===== src/rtl/fetch_unit.sv =====
// ---------------------------------------------------------------------------
// fetch_unit
//
// Program-counter and fetch stage. Drives the word-indexed address port of the
// instruction memory, registers the returned word for decode and handles
// decode back-pressure (valid/ready), branch/jump redirect and HALT detection.
//
// Ports
//   clk              rising-edge clock
//   rst_n            asynchronous active-low reset
//   imem_addr        current PC to instruction memory (combinational from PC reg)
//   imem_data        instruction word read back in the same cycle
//   dec_ready        decode accepts inst_out this cycle
//   redirect_en      branch/jump taken; load redirect_target
//   redirect_target  new PC (word index), reduced modulo MEM_DEPTH
//   inst_out         registered instruction for decode
//   pc_out           PC of inst_out
//   inst_valid       inst_out/pc_out hold an unconsumed instruction
//   halted           fetch has stopped on a HALT word
//   fetch_count      instructions captured since reset, saturating
// ---------------------------------------------------------------------------
module fetch_unit #(
    parameter int unsigned    WL        = 32,
    parameter int unsigned    MEM_DEPTH = 256,
    parameter int unsigned    RESET_VEC = 0,
    parameter logic [WL-1:0]  HALT_WORD = '1
) (
    input  logic          clk,
    input  logic          rst_n,
    output logic [WL-1:0] imem_addr,
    input  logic [WL-1:0] imem_data,
    input  logic          dec_ready,
    input  logic          redirect_en,
    input  logic [WL-1:0] redirect_target,
    output logic [WL-1:0] inst_out,
    output logic [WL-1:0] pc_out,
    output logic          inst_valid,
    output logic          halted,
    output logic [31:0]   fetch_count
);

    // MEM_DEPTH is a power of two, so modulo reduces to a mask.
    localparam logic [WL-1:0] PcMask  = WL'(MEM_DEPTH - 1);
    localparam logic [WL-1:0] PcReset = WL'(RESET_VEC);

    typedef enum logic [1:0] {
        StBoot,
        StRun,
        StHalt
    } state_e;

    state_e        state_q, state_d;
    logic [WL-1:0] pc_q, pc_d;
    logic [WL-1:0] inst_q, inst_d;
    logic [WL-1:0] pc_out_q, pc_out_d;
    logic          valid_q, valid_d;
    logic          halted_q, halted_d;
    logic [31:0]   count_q, count_d;

    // Output slot is free, or its occupant is being drained this cycle.
    logic take;
    assign take = !valid_q || dec_ready;

    always_comb begin
        state_d  = state_q;
        pc_d     = pc_q;
        inst_d   = inst_q;
        pc_out_d = pc_out_q;
        valid_d  = valid_q;
        count_d  = count_q;

        if (redirect_en) begin
            // Redirect beats everything, including a HALT word on imem_data,
            // and flushes the output slot even while decode is stalling.
            pc_d    = redirect_target & PcMask;
            valid_d = 1'b0;
            state_d = StRun;
        end else begin
            unique case (state_q)
                StBoot: begin
                    state_d = StRun;
                end
                StRun: begin
                    if (take) begin
                        inst_d   = imem_data;
                        pc_out_d = pc_q;
                        valid_d  = 1'b1;
                        if (count_q != '1) begin
                            count_d = count_q + 32'd1;
                        end
                        if (imem_data == HALT_WORD) begin
                            // PC stays on the HALT word so imem_addr points at it.
                            state_d = StHalt;
                        end else begin
                            pc_d = (pc_q + WL'(1)) & PcMask;
                        end
                    end
                end
                StHalt: begin
                    if (dec_ready) begin
                        valid_d = 1'b0;
                    end
                end
                default: begin
                    state_d = StBoot;
                end
            endcase
        end

        halted_d = (state_d == StHalt);
    end

    always_ff @(posedge clk or negedge rst_n) begin
        if (!rst_n) begin
            state_q  <= StBoot;
            pc_q     <= PcReset;
            inst_q   <= '0;
            pc_out_q <= '0;
            valid_q  <= 1'b0;
            halted_q <= 1'b0;
            count_q  <= '0;
        end else begin
            state_q  <= state_d;
            pc_q     <= pc_d;
            inst_q   <= inst_d;
            pc_out_q <= pc_out_d;
            valid_q  <= valid_d;
            halted_q <= halted_d;
            count_q  <= count_d;
        end
    end

    assign imem_addr   = pc_q;
    assign inst_out    = inst_q;
    assign pc_out      = pc_out_q;
    assign inst_valid  = valid_q;
    assign halted      = halted_q;
    assign fetch_count = count_q;

endmodule


===== config.mk =====
export PLATFORM = sky130hd
export DESIGN_NAME = fetch_unit
export DESIGN_NICKNAME = d
export VERILOG_FILES = /design/src/rtl/fetch_unit.sv
export SDC_FILE = /design/constraint.sdc
export NUM_CORES = 1
export LEC_CHECK = 0
export CELL_PAD_IN_SITES_DETAIL_PLACEMENT = 0
export CELL_PAD_IN_SITES_GLOBAL_PLACEMENT = 1
export CORE_MARGIN = 4
export CORE_UTILIZATION = 33
export DETAILED_ROUTE_END_ITERATION = 7
export GPL_TIMING_DRIVEN = 0
export PLACE_DENSITY_LB_ADDON = 0.2
export SKIP_LAST_GASP = 1
export SLEW_MARGIN = 25
export SYNTH_ARGS = -nofsm -noshare
export SYNTH_HDL_FRONTEND = slang
export SYNTH_SLANG_ARGS = --single-unit

===== constraint.sdc =====
create_clock -name clk -period 4.1 [get_ports clk]
set_input_delay 0.41 -clock clk [delete_from_list [all_inputs] [get_ports clk]]
set_output_delay 0.41 -clock clk [all_outputs]
set_load 0.02 [all_outputs]

## Word level (Yosys, flattened, before mapping)

Cells that the tools add are included.
W data, S select, Z words.

- Register bits: 132
- Input port bits: 68
- Output and inout bits: 130
- Word-level logic and storage cells: 40

- Add/sub/neg operators: 2
- Equality and inequality tests: 8
- Muxes and demuxes: 12
- Bitwise logic cells: 1
- Reduce and logical (&&, ||, !) cells: 10

Operator list:

| operator | number |
|---|---|
| $mux W32 | 4 |
| $add A32 B1 Y32 const B | 1 |
| $eq A32 B32 Y1 const B | 1 |
| $ne A32 B32 Y1 const B | 1 |
| $reduce_and A3 Y1 | 3 |
| $add A8 B1 Y8 const B | 1 |
| $mux W2 | 3 |
| $ne A3 B3 Y1 const B | 2 |
| $pmux W2 S3 | 1 |
| $eq A2 B2 Y1 const B | 2 |
| $reduce_and A4 Y1 | 1 |
| $reduce_bool A2 Y1 | 2 |
| $mux W1 | 3 |
| $reduce_bool A3 Y1 | 1 |
| $eq A2 B1 Y1 const B | 1 |
| $logic_not A2 Y1 | 1 |
| $ne A2 B2 Y1 const B | 1 |
| $pmux W1 S2 | 1 |
| $logic_not A1 Y1 | 1 |
| $logic_or A1 B1 Y1 | 1 |
| $not A1 Y1 | 1 |

## Logic depth before layout (Yosys ltp)

Gate-level depths: netlist of run 1.

- Depth in word-level cells: 6
- Gate-level depth with buffers: 8
- Mapped depth without buffers: 6

## Worst setup path after synthesis of run 1

No wires, ideal clock.

- Path kind: reg2reg
- Start point: register count_q[0] (netlist: fetch_count[0])
- End point: register count_q[1] (netlist: fetch_count[1])
- Library setup time: 128 ps
- Arrival time: 1769 ps
- Data required time: 3972 ps
- Setup slack: 2204 ps
- Stages on the path, launching flop included: 7
- Path buffers: 0
- Clock period less this slack: 1896 ps
- Cell sequence: dfrtp_1 ha_1 nand2_1 nor3b_2 nand4_4 nand2_1 mux2_1

- Word-level cells in the longest chain between the ends: 2
- Elaborated cells between the ends (all ways): 3
- Classes of those cells: 1 x add/sub; 1 x eq/ne; 1 x reduce/logical

RTL lines:

| element | line | text |
|---|---|---|
| start: declaration | 58 | `logic [31:0] count_q, count_d;` |
| start signal: assignment | 129 | `count_q <= count_d;` |
| parallel branches: the longest is 2 deep, another holds $add A32 B1 Y32 | - |  |

Several ways; the timed one is not identified.
A chain may end at the register's enable or synchronous reset.

## Final worst setup path of run 1

- Start point: input imem_data[2]
- End point: register pc_q[6] (netlist: imem_addr[6])

- Word-level cells in the longest chain between the ends: 3

RTL lines:

| element | line | text |
|---|---|---|
| start: declaration | 31 | `input logic [WL-1:0] imem_data,` |
| $eq A32 B32 Y1 | 91 | `if (imem_data == HALT_WORD) begin` |
| $ne A2 B2 Y1 (no source line) | - |  |
| $reduce_and A3 Y1 (no source line) | - |  |
| end signal: assignment | 116 | `pc_q <= PcReset;` |
| end signal: assignment | 124 | `pc_q <= pc_d;` |
| end: declaration | 53 | `logic [WL-1:0] pc_q, pc_d;` |

Every way passes these cells.

==> results.yml, run 1 <==
run_status:
  status: "finished, final reports clean"
global_routing:
  grt_max_degree: 46
  gr-usage-all-layers_pct: 15.3
  grt_pass1_wl_um: 18100
  antenna_found_initial: 0
  grt_pass1_vias: 3577
  overflow: 0
min_path:
  hold_start: "inst_out[22]"
  holdCritPathClass: "reg -> reg"
  hold_end: "inst_out[22]"
  worstHoldPathCells: 2
clocking:
  path_clk_slew_ns: 0.06
  clock-sinks: 84
  cts_max_level: 3
  worst_skew_pair.late_latency_ns: 0.34
  cts_tree: "done"
  numCtsBuffers: 9
  cts_root_buf: "clkbuf_16"
  cts.path.max_buffers: 2
sta:
  fmax_ghz: 0.490
  finalSetupViolations: 0
  tightest_slew_ns: 0.534
  maxSlewViolCount: 0
  skew_ns: 0.00668
  fin_crit_sh_pct: 49.8
  rsz0062_at_grt: "false"
  period_needed_ns: 2.04
  final-hold-violation-count: 0
  max_slew_margin_pct: 64.1
detailed_routing:
  via_count: 3580
  vias_per_cell: 4.42
  ant_nets: 0
  first_pass_iters: 4
  drt_wl_total_um: 11300
  drtIter0Drc: 180
  wl_per_cell_um: 14.0
  remaining_drc_errors: 0
setup_path:
  worst-setup-path-type: "in -> reg"
  reg2regPathDepth: 6
  r2r_start: "fetch_count[0]"
  arrival_ns: 2.26
  crit_path_end_kind: "register"
  cp-startpoint: "imem_data[2]"
  reg2reg_to: "fetch_count[1]"
  cp.required_ns: 4.32
  cp-start-kind: "primary input"
  crit_fanout: 7
  r2r_setup_slack_ns: 2.12
logic_synthesis:
  avgSynthCellArea_um2: 9.76
  ys_async_sr_fraction_pct: 100
  synth-edff-count: 0
  yosysWarnings: 0
  ys_ff_latch: 84
  synth-main-ff-cell: "dfrtp_1"
  ys_seq_area_share_pct: 48.1
  syn-instance-count: 448
  yosysUniqueCellTypes: 46
  synth.cell_area_um2: 4370
die:
  core-area_um2: 12800
  fp.dieH_um: 123
  die-area_um2: 15200
  io_pins: 198
  rows: 41
  die_w_um: 123
  initial_utilization_pct: 34.2
power:
  p_total_mw: 2.46
  p_per_area_nw_per_um2: 387
  peakVddDrop_mv: 0.178
  p_leak_nw: 2.93
flow_run:
  drv_cap: 0
layout:
  nNetsFinal: 703
  area_growth_pct: 45.3
  antenna_cells: 0
  final_util_pct: 49.7
  drive_above_1_share_pct: 15.8
  fillers: 1208
placed_design:
  gp_congestion: 0.788
  place_hpwl_um: 8620
  io_buffers: 125
==> routing by layer <==
metal	vias up	track usage (%)	part of all wire (%)
met4	0	4.36	1.0
met1	1701	18.7	42
li1	1763	-	-
met5	-	0	0
met3	9	6.68	9.2
met2	107	24.5	47
==> placed cells by master (no fill, tap or decap), types with 8 or more instances in the layout <==
cell type,Yosys,layout
xnor2_1,35,35
nand4_1,19,19
clkbuf_1,7,11
buf_4,49,49
conb_1,1,48
and3_1,9,9
nand3_2,10,10
nand3_1,15,15
nand2_1,138,138
o21ai_0,8,8
a21oi_1,8,8
clkdlybuf4s50_1,0,124
dfrtp_1,84,84
clkbuf_16,0,9
==> cell families (layout without fill, tap and decap cells) <==
group	after synthesis	in the layout	synth area share, %
and+or+nand+nor	226	226	27.7
buffers and inverters	71	214	10.9
other	1	48	0.0858
adders and majority gates	2	2	0.572
muxes	4	4	0.973
AOI/OAI and AO/OA	24	24	4.49
DFF	84	84	48.1
xor gates and xnor gates	36	36	7.21
==> metrics by stage <==
step | hold WS, ns | std cells | worst slack (ns) | TNS [ns] | cell area, um2
after detailed placement | 0.351 | 793 | 1.70 | 0 | 6040
after global placement | 0.456 | 792 | -0.613 | -51.07 | 6020
final | 0.473 | 810 | 2.06 | 0 | 6350
after CTS | 0.475 | 810 | 2.03 | 0 | 6350
after global routing | 0.499 | 810 | 1.92 | 0 | 6350
after floorplan | 0.114 | 495 | 2.20 | 0 | 4550
==> worst max path at each step <==
stage | end | slack, ns
after global routing | inst_out[7] | 1.92
after CTS | imem_addr[6] | 2.03
final | imem_addr[6] | 2.06
after global placement | inst_out[6] | -0.61
after detailed placement | imem_addr[6] | 1.70
after floorplan | fetch_count[1] | 2.20
==> Yosys cell counts (3+ instances only) <==
cell type,n,area (um2)
buf_2,4,20.0
nand3_2,10,100
inv_1,6,22.5
buf_4,49,368
nand4b_1,3,26.3
dfrtp_1,84,2100
nand3_1,15,75.1
nand2_1,138,518
a21oi_1,8,40.0
and3_1,9,56.3
o21ai_0,8,40.0
nor2_1,5,18.8
nor3_1,4,20.0
nand4_1,19,119
buf_6,3,33.8
xnor2_1,35,307
clkbuf_1,7,26.3
==> what timing repair did <==
action	4_1_cts	5_1_grt
hold buffers	1	0
hold endpoints to repair	31	0
setup buffers	0	0
resized for setup	0	0
setup endpoints to repair	0	0
==> flip-flops by register name (all words and copies together) (netlist names) <==
name and flops:
state_q 2, inst_out 32, fetch_count 32, inst_valid 1, halted 1, pc_out 8, imem_addr 8
==> power by group <==
part	switching, mW	total, mW	internal, mW
clock network	0.314	0.820	0.507
registers	0.0902	1.01	0.920
logic	0.334	0.629	0.295
total	0.738	2.46	1.72
==> cell type report <==
cell class / instances / area (um2) / share of cell area (%)
plain buffers: 65 / 455 / 7.17
clock buffers: 15 / 268 / 4.22
clock inverters: 1 / 30.0 / 0.473
inverters: 6 / 22.5 / 0.355
multi-input cells: 340 / 1970 / 31.0
flip-flops and latches: 84 / 2100 / 33.1
well taps: 172 / 215 / 3.39
repair buffers: 127 / 1290 / 20.3
==> worst max-delay path, stage by stage <==
cell	delay (ns)
clkdlybuf4s50_1	0.49
nand4_1	0.19
nor4_4	0.54
a211oi_1	0.17
xor2_1	0.17
mux2_2	0.27
Power figures use the tool's default switching activity.
==> run 2: changes to the inputs <==
CORE_UTILIZATION = 31   (was 33)
clock period = 2.1 ns   (was 4.1 ns; I/O delays follow)
==> run 2 against run 1 <==
Compared with the run above: flip-flop and latch count unchanged; global-route usage down 0.82 points; hold slack got worse by 0.11 ns; sequential share of layout area down 0.37 points; wire length increased by 2.9%; critical path type is now reg -> reg; critical endpoint is now fetch_count[1]; largest power group unchanged; highest routed layer unchanged.
==> results.yml, run 2 (synthesis gave the netlist of run 1 again) <==
run_status:
  status: "finished, final reports clean"
setup_path:
  critPathBufInv: 0
  cp-startpoint: "fetch_count[0]"
  cp_slowest_cell: "dfrtp_1"
  crit_family: "simple AND/OR/NAND/NOR gates"
  crit_end: "fetch_count[1]"
  worst_path_largest_cell_delay_ns: 0.43
  cp-start-kind: "register"
  r2r_start: "fetch_count[0]"
  arrival_ns: 2.20
  cp_cell_sequence: "ha_1, nand2_1, nor3b_4, nand4_4, nand2_1, mux2_1"
  reg2reg_to: "fetch_count[1]"
  cp.required_ns: 2.32
  crit_path_end_kind: "register"
  r2r_setup_slack_ns: 0.12
  worst-setup-path-type: "reg -> reg"
  timing.critical_path.mode_cell: "nand2_1"
  crit_fanout: 4
  reg2regPathDepth: 6
  cp.depth: 6
clocking:
  post_cts_buffers: 0
  cts.path.max_buffers: 2
  clock-sinks: 84
  cts_max_level: 3
  path_clk_slew_ns: 0.06
  worst_skew_pair.late_latency_ns: 0.34
  numCtsBuffers: 9
  cts_tree: "done"
  cts_root_buf: "clkbuf_16"
placed_design:
  placed_area_um2: 6050
  dp.cells: 801
  place_hpwl_um: 8840
  gp_congestion: 0.794
  io_buffers: 125
layout:
  fillers: 1365
  final_area_um2: 6420
  instances_no_fill: 818
  final_util_pct: 46.5
  ff_latch_area_um2: 2100
  antenna_cells: 0
  multi_input_area_um2: 1980
  area_growth_pct: 46.9
  drive_above_1_share_pct: 16.6
  nNetsFinal: 703
  layout_common_cells: "138 x nand2_1, 124 x clkdlybuf4s50_1, 84 x dfrtp_1"
  final_common_cell: "nand2_1"
detailed_routing:
  via_count: 3586
  drtIter0Drc: 180
  drt_wl_total_um: 11700
  first_pass_iters: 4
  remaining_drc_errors: 0
  vias_per_cell: 4.38
  ant_nets: 0
  wl_per_cell_um: 14.3
global_routing:
  overflow: 0
  gr-usage-all-layers_pct: 14.5
  antenna_found_initial: 0
  grt_pass1_vias: 3553
  grt_max_degree: 44
  grt_pass1_wl_um: 18500
sta:
  tightest_slew_ns: 0.541
  period_needed_ns: 1.98
  fmax_ghz: 0.506
  whs_ns: 0.361
  final-hold-violation-count: 0
  skew_ns: 0.00652
  max_slew_margin_pct: 63.6
  maxSlewViolCount: 0
  fin_crit_sh_pct: 94.2
  finalSetupViolations: 0
  rsz0062_at_grt: "false"
die:
  rows: 43
  die_w_um: 127
  io_pins: 198
  core-area_um2: 13800
  initial_utilization_pct: 31.6
  fp.dieH_um: 127
  die-area_um2: 16100
power:
  p_total_mw: 5.07
  p_per_area_nw_per_um2: 788
  peakVddDrop_mv: 0.668
  p_leak_nw: 2.99
flow_run:
  drv_cap: 0
min_path:
  holdCritPathClass: "in -> async"
[run 2: changes by cell type in the layout (fill, tap and decap cells not counted)]
cell | before | now
clkbuf_1 | 11 | 6
nor3b_4 | 0 | 1
nor3b_2 | 1 | 0
clkinv_2 | 0 | 1
clkbuf_2 | 0 | 2
bufinv_16 | 1 | 3
[run 2: what timing repair did]
item                                    in CTS  in global routing
gates resized for setup                      0                  5
endpoints found under the hold margin       41                  0
endpoints found under the setup margin       0                 14
hold buffers                                 1                  0
[run 2: worst min-delay path by stage]
| stage | start | slack, ns | endpoint | cells after the start |
|---|---|---|---|---|
| after floorplan | rst_n | -0.09 | fetch_count[0] | 0 |
| after global placement | inst_out[17] | 0.46 | inst_out[17] | 2 |
| after detailed placement | rst_n | 0.17 | fetch_count[25] | 1 |
| after CTS | rst_n | 0.38 | fetch_count[25] | 2 |
| after global routing | rst_n | 0.40 | fetch_count[25] | 2 |
| final | rst_n | 0.36 | fetch_count[25] | 2 |
[run 2: layout make-up]
cell class / instances / area share (%)
inverters: 6 / 0.351
repair buffers: 127 / 20.1
well taps: 180 / 3.51
flip-flops and latches: 84 / 32.7
clock inverters: 4 / 1.48
clock buffers: 12 / 3.99
multi-input cells: 340 / 30.7
plain buffers: 65 / 7.13
[run 2: per-layer routing]
metal | GRT usage [%] | share of wire (%)
met5 | 0 | 0
met4 | 4.61 | 1.5
met3 | 6.57 | 8.8
met2 | 23.7 | 49
met1 | 16.9 | 41
[run 2: power breakdown]
part	internal, mW	leakage [nW]	total [mW]	switching [mW]
sequential	1.80	1.07	1.97	0.174
combinational	0.576	1.75	1.23	0.652
clock	1.23	0.173	1.87	0.642
[run 2: stage by stage]
step | setup slack [ns] | setup TNS, ns
CTS | 0.0869 | 0
detailed placement | -0.189 | -4.99
floorplan | 0.204 | 0
global placement | -2.43 | -208.35
global route | 0.0102 | 0
finish | 0.122 | 0
==> RTL change 1 (settings of run 2) <==
Add an input register stage for `redirect_target`, with the module's reset; this delays it by one clock. The other inputs are not delayed to match.
--- a/src/rtl/fetch_unit.sv
+++ b/src/rtl/fetch_unit.sv
@@ -49,6 +49,16 @@
         StHalt
     } state_e;
 
+    logic [WL-1:0] redirect_target_q;
+
+    always_ff @(posedge clk or negedge rst_n) begin
+        if (!rst_n) begin
+            redirect_target_q <= '0;
+        end else begin
+            redirect_target_q <= redirect_target;
+        end
+    end
+
     state_e        state_q, state_d;
     logic [WL-1:0] pc_q, pc_d;
     logic [WL-1:0] inst_q, inst_d;
@@ -72,7 +82,7 @@
         if (redirect_en) begin
             // Redirect beats everything, including a HALT word on imem_data,
             // and flushes the output slot even while decode is stalling.
-            pc_d    = redirect_target & PcMask;
+            pc_d    = redirect_target_q & PcMask;
             valid_d = 1'b0;
             state_d = StRun;
         end else begin
Behaviour: not the same (Yosys sat finds a counterexample within 4 cycles, from zero or initial values and one cycle with rst_n low).
==> RTL change 1 against run 2 <==
Power decreased by 3.9%; non-clock buffer count decreased by 5; cell count decreased by 9.2%; fmax increased by 0.56%; hold slack got worse by 60 ps; cell area decreased by 1.6%; sequential cell count increased by 8; setup slack improved by 11 ps; synthesized area decreased by 1.1%; routed wire length decreased by 6.5%.
==> RTL change 1: results (changes against run 2) <==
Detailed routing
  – DR WL/cell: 14.7 µm (+3.0%)
  – Met3 layer wire length in the routed design: 1200 µm (+17%)
  – Initial DRC Count: 101 (-44%)
  – Highest routed layer: met4
  – Total met2 wirelength after detailed routing: 4850 µm (-15%)
  – Metal1 wirelength: 4680 µm (-1.5%)
  – Via-to-Cell Ratio: 4.52 (+3.0%)

Placed design
  – HPWL after DPL: 8320 µm (-5.9%)
  – Gp weighted congestion: 0.754 (-5.0%)
  – Worst setup slack after placement: -216 ps (-26.8 ps)
  – Placed cell count: 725 (-9.5%)
  – Cell area reported after detailed placement: 6000 µm² (-0.89%)

Power
  – Comb power: 1.28 mW (+4%)
  – Seq pwr share: 0.440 (+0.051)
  – Leakage power: 2.82 nW (-5.6%)
  – VDD IR max: 0.408 mV (-39%)
  – Fraction of power consumed by combinational cells: 0.263 (+0.021)

STA
  – Remaining max-slew budget at the tightest pin: 0.662 (+0.0256)
  – Highest clock frequency the design can meet: 0.508 GHz (+0.56%)
  – Worst Hold Slack: 301 ps (-60.4 ps)
  – Final worst clock skew: 9.30 ps (+2.79 ps)

Global route
  – Global-route total usage across every layer: 0.137 (-0.00709)
  – Met1 GRT Util: 0.179 (+0.0101)
  – GRT met2 Usage: 0.202 (-0.0357)
  – Number of global-route vias before repair: 3312 (-6.8%)
  – Maximum number of pins on one net before global-route repair: 67 (+52%)
  – Global-route wire length before repair: 17500 µm (-5.1%)
  – Global Route met3 Usage: 0.0627 (-0.00303)

Clock tree
  – Buffer count from post-CTS setup fixing: 0 (unchanged)
  – Max Buffers Root-to-Sink: 2 (unchanged)

Setup path
  – Endpoint of the worst register-to-register path: inst_out[28]$_DFFE_PN0P_
  – Number of cells on the worst reg-to-reg path: 5 (-1)
  – Largest driver fanout on the critical path: 10 (+6)
  – Start point of the critical path: state_q[1]$_DFF_PN0_

Synthesis
  – Synth Area in Compound Gates: 0.0310 (-0.0140)
  – Gate Count Post-Synth: 376 (-16%)
  – Register area share after synthesis: 0.532 (+0.0517)
  – Post-synthesis share of cell area spent on full adders, half adders and majority gates: 0.00579 (+0.0000646)
  – Top cell types by occurrence after synthesis: 92 x sky130_fd_sc_hd__dfrtp_1, 49 x sky130_fd_sc_hd__buf_4, 40 x sky130_fd_sc_hd__mux2_2, 23 x sky130_fd_sc_hd__nand3_1, 20 x sky130_fd_sc_hd__nand2_1
  – Number of distinct standard cells referenced by the synthesized netlist: 39 (-15%)
  – Cell types with the largest area share after synthesis: sky130_fd_sc_hd__dfrtp_1 53%, sky130_fd_sc_hd__mux2_2 10%, sky130_fd_sc_hd__buf_4 8.5%, sky130_fd_sc_hd__xnor2_1 3.2%, sky130_fd_sc_hd__xor2_1 3.0%
  – Multiplexer share of the synthesized area: 0.107 (+0.0970)
  – Dominant synthesized flop cell: sky130_fd_sc_hd__dfrtp_1
  – Synth Area in XOR/XNOR: 0.0628 (-0.00931)

Min path
  – Hold/Removal Path Class: in -> async

Final layout
  – Net count, final: 633 (-10%)
  – Final non-filler cell total: 743 (-9.2%)

Status
  – Status: finished, final reports clean
RTL change 1: worst max-delay path, cell delays in order (launching register included):
cell and delay (ps):
sky130_fd_sc_hd__dfrtp_1 420, sky130_fd_sc_hd__and2b_1 260, sky130_fd_sc_hd__and3_1 260, sky130_fd_sc_hd__clkbuf_4 250
sky130_fd_sc_hd__buf_2 290, sky130_fd_sc_hd__mux2_2 370
RTL change 1: cell families (layout without fill, tap and decap cells):
logic type	count (synthesis)	count (layout)
AOI/OAI and AO/OA	21	21
xor gates and xnor gates	31	31
adders and majority gates	2	2
buffers and inverters	63	207
DFF	92	92
muxes	41	41
other	1	48
and+or+nand+nor	125	125
RTL change 1: cell type report:
class                   count  area, µm²
clock buffers              13        240
repair buffers            129       1310
inverters                   5       18.8
fillers                  1313       7130
plain buffers              58        425
well taps                 176        220
multi-input cells         268       1790
clock inverters             2       12.5
flip-flops and latches     92       2300
==> RTL change 2 (settings of run 2) <==
Without the edit above. Set the parameter `WL` to 48 (it was 32).
--- a/src/rtl/fetch_unit.sv
+++ b/src/rtl/fetch_unit.sv
@@ -20,7 +20,7 @@
 //   fetch_count      instructions captured since reset, saturating
 // ---------------------------------------------------------------------------
 module fetch_unit #(
-    parameter int unsigned    WL        = 32,
+    parameter int unsigned    WL        = 48,
     parameter int unsigned    MEM_DEPTH = 256,
     parameter int unsigned    RESET_VEC = 0,
     parameter logic [WL-1:0]  HALT_WORD = '1
Interface: changed (5 resized); port bits go from 198 to 278. No check against the original RTL was run, so the function may have changed too.
==> RTL change 2 against run 2 <==
First-iteration DRC count is 36% lower; routed wire length is 14% higher; via count is 8.3% higher; cell count is 10% higher; cell area is 19% higher; setup slack worse by 5.5 ps; synthesized area is 15% higher; utilization is 1.6 points higher; combinational power is 34% higher; sequential share of layout area is 0.086 points higher; power is 14% higher; non-clock buffer count is 64 higher; sequential cell count is 16 higher.
==> RTL change 2: results (changes against run 2) <==
Status
  – Status: finished, final reports clean

STA
  – Worst Hold Slack: 215 ps (-146 ps)
  – Final worst clock skew: 7.57 ps (+1.05 ps)

Global route
  – Number of global-route vias before repair: 4056 (+14%)
  – Global-route wire length before repair: 21400 µm (+16%)
  – GRT met2 Usage: 0.238 (+0.00115)
  – Met1 GRT Util: 0.173 (+0.00363)
  – Global-route total usage across every layer: 0.146 (+0.00181)
  – Maximum number of pins on one net before global-route repair: 72 (+64%)

Setup path
  – Number of cells on the worst reg-to-reg path: 7 (+1)
  – Largest driver fanout on the critical path: 10 (+6)

Detailed routing
  – Total met2 wirelength after detailed routing: 6330 µm (+11%)
  – Metal1 wirelength: 5380 µm (+13%)
  – Drt total wl: 13300 µm (+14%)
  – Via-to-Cell Ratio: 4.31 (-1.6%)

Power
  – VDD IR max: 0.449 mV (-33%)
  – Leakage power: 3.45 nW (+16%)

Min path
  – Hold/Removal Path Class: in -> reg

Synthesis
  – Gate Count Post-Synth: 425 (-5.1%)
  – Number of distinct standard cells referenced by the synthesized netlist: 45 (-2.2%)
  – Cell types with the largest area share after synthesis: sky130_fd_sc_hd__dfrtp_1 50%, sky130_fd_sc_hd__mux2_2 13%, sky130_fd_sc_hd__buf_4 12%, sky130_fd_sc_hd__nand4_1 3.6%, sky130_fd_sc_hd__xnor2_1 3.3%
  – Register area share after synthesis: 0.499 (+0.0186)

Placed design
  – Port Buf Inserts: 156 (+25%)
  – Placed cell count: 877 (+9.5%)
  – Gp weighted congestion: 0.797 (+0.44%)

Final layout
  – FILL cells: 1488 (+9.0%)
  – Final non-filler cell total: 900 (+10%)
  – Fraction of layout cells with a size suffix above 1: 0.278 (+0.112)
  – Net count, final: 781 (+11%)
[RTL change 2: changes by cell type in the layout (fill, tap and decap cells not counted), sizes merged, moves of 7 or more]
| cell | delta |
|---|---|
| and3 | -9 |
| buf | +37 |
| clkdlybuf4s50 | +31 |
| conb | +32 |
| dfrtp | +16 |
| mux2 | +55 |
| nand2 | -119 |
| nand3 | -12 |
| nand4 | +9 |
| nor4 | +7 |
| xnor2 | -16 |
| xor2 | +14 |
[RTL change 2: worst max-delay path, cell delays in order (launching register included)]
cell and delay (ps):
sky130_fd_sc_hd__dfrtp_1 460, sky130_fd_sc_hd__nand4_2 190, sky130_fd_sc_hd__nor4_4 400, sky130_fd_sc_hd__and3b_1 210, sky130_fd_sc_hd__buf_4 170, sky130_fd_sc_hd__buf_6 180, sky130_fd_sc_hd__nor3_1 80, sky130_fd_sc_hd__xor2_1 150
[RTL change 2: cell type report]
| type | instances | area share |
|---|---|---|
| plain buffers | 92 | 0.0873 |
| multi-input cells | 305 | 0.288 |
| clock inverters | 4 | 0.00951 |
| inverters | 7 | 0.00344 |
| flip-flops and latches | 100 | 0.328 |
| clock buffers | 12 | 0.0323 |
| well taps | 216 | 0.0354 |
| repair buffers | 164 | 0.216 |
[RTL change 2: worst min-delay path by stage]
stage | cells after the start | to | start
floorplan | 0 | fetch_count[0]$_DFFE_PN0P_ | rst_n
global placement | 1 | fetch_count[17]$_DFFE_PN0P_ | fetch_count[17]$_DFFE_PN0P_
global route | 2 | imem_addr[4]$_DFFE_PN0P_ | redirect_en
CTS | 2 | imem_addr[4]$_DFFE_PN0P_ | redirect_en
finish | 2 | imem_addr[4]$_DFFE_PN0P_ | redirect_en
detailed placement | 1 | fetch_count[25]$_DFFE_PN0P_ | rst_n
[RTL change 2: repair_timing]
action	CTS	global route
endpoints found under the setup margin	10	47
endpoints found under the hold margin	29	0
hold buffers	1	0
pin swaps	1	3
setup buffers	2	4
gates resized for setup	7	8
[RTL change 2: kinds of logic after synthesis]
group,share of synthesized area
other,0.000748
XOR/XNOR,0.0594
adder cells (fa/ha/maj),0.00499
AO/OA/AOI/OAI,0.0300
multiplexers,0.130
buffers and inverters,0.138
AND/OR/NAND/NOR,0.138
flip-flops,0.499
[RTL change 2: power breakdown]
| part | internal (mW) | leakage, nW | total (mW) | switching [mW] |
|---|---|---|---|---|
| clock network | 1.08 | 0.153 | 1.78 | 0.708 |
| registers | 2.16 | 1.23 | 2.35 | 0.189 |
| logic | 0.848 | 2.08 | 1.65 | 0.807 |
[RTL change 2: stage by stage]
| stage | instance area, µm² | power (mW) |
|---|---|---|
| after floorplan | 5310 | 3.22 |
| after global placement | 7140 | 3.97 |
| after detailed placement | 7170 | 4.00 |
| after CTS | 7560 | 5.85 |
| after global routing | 7630 | 6.08 |
| final | 7630 | 5.79 |
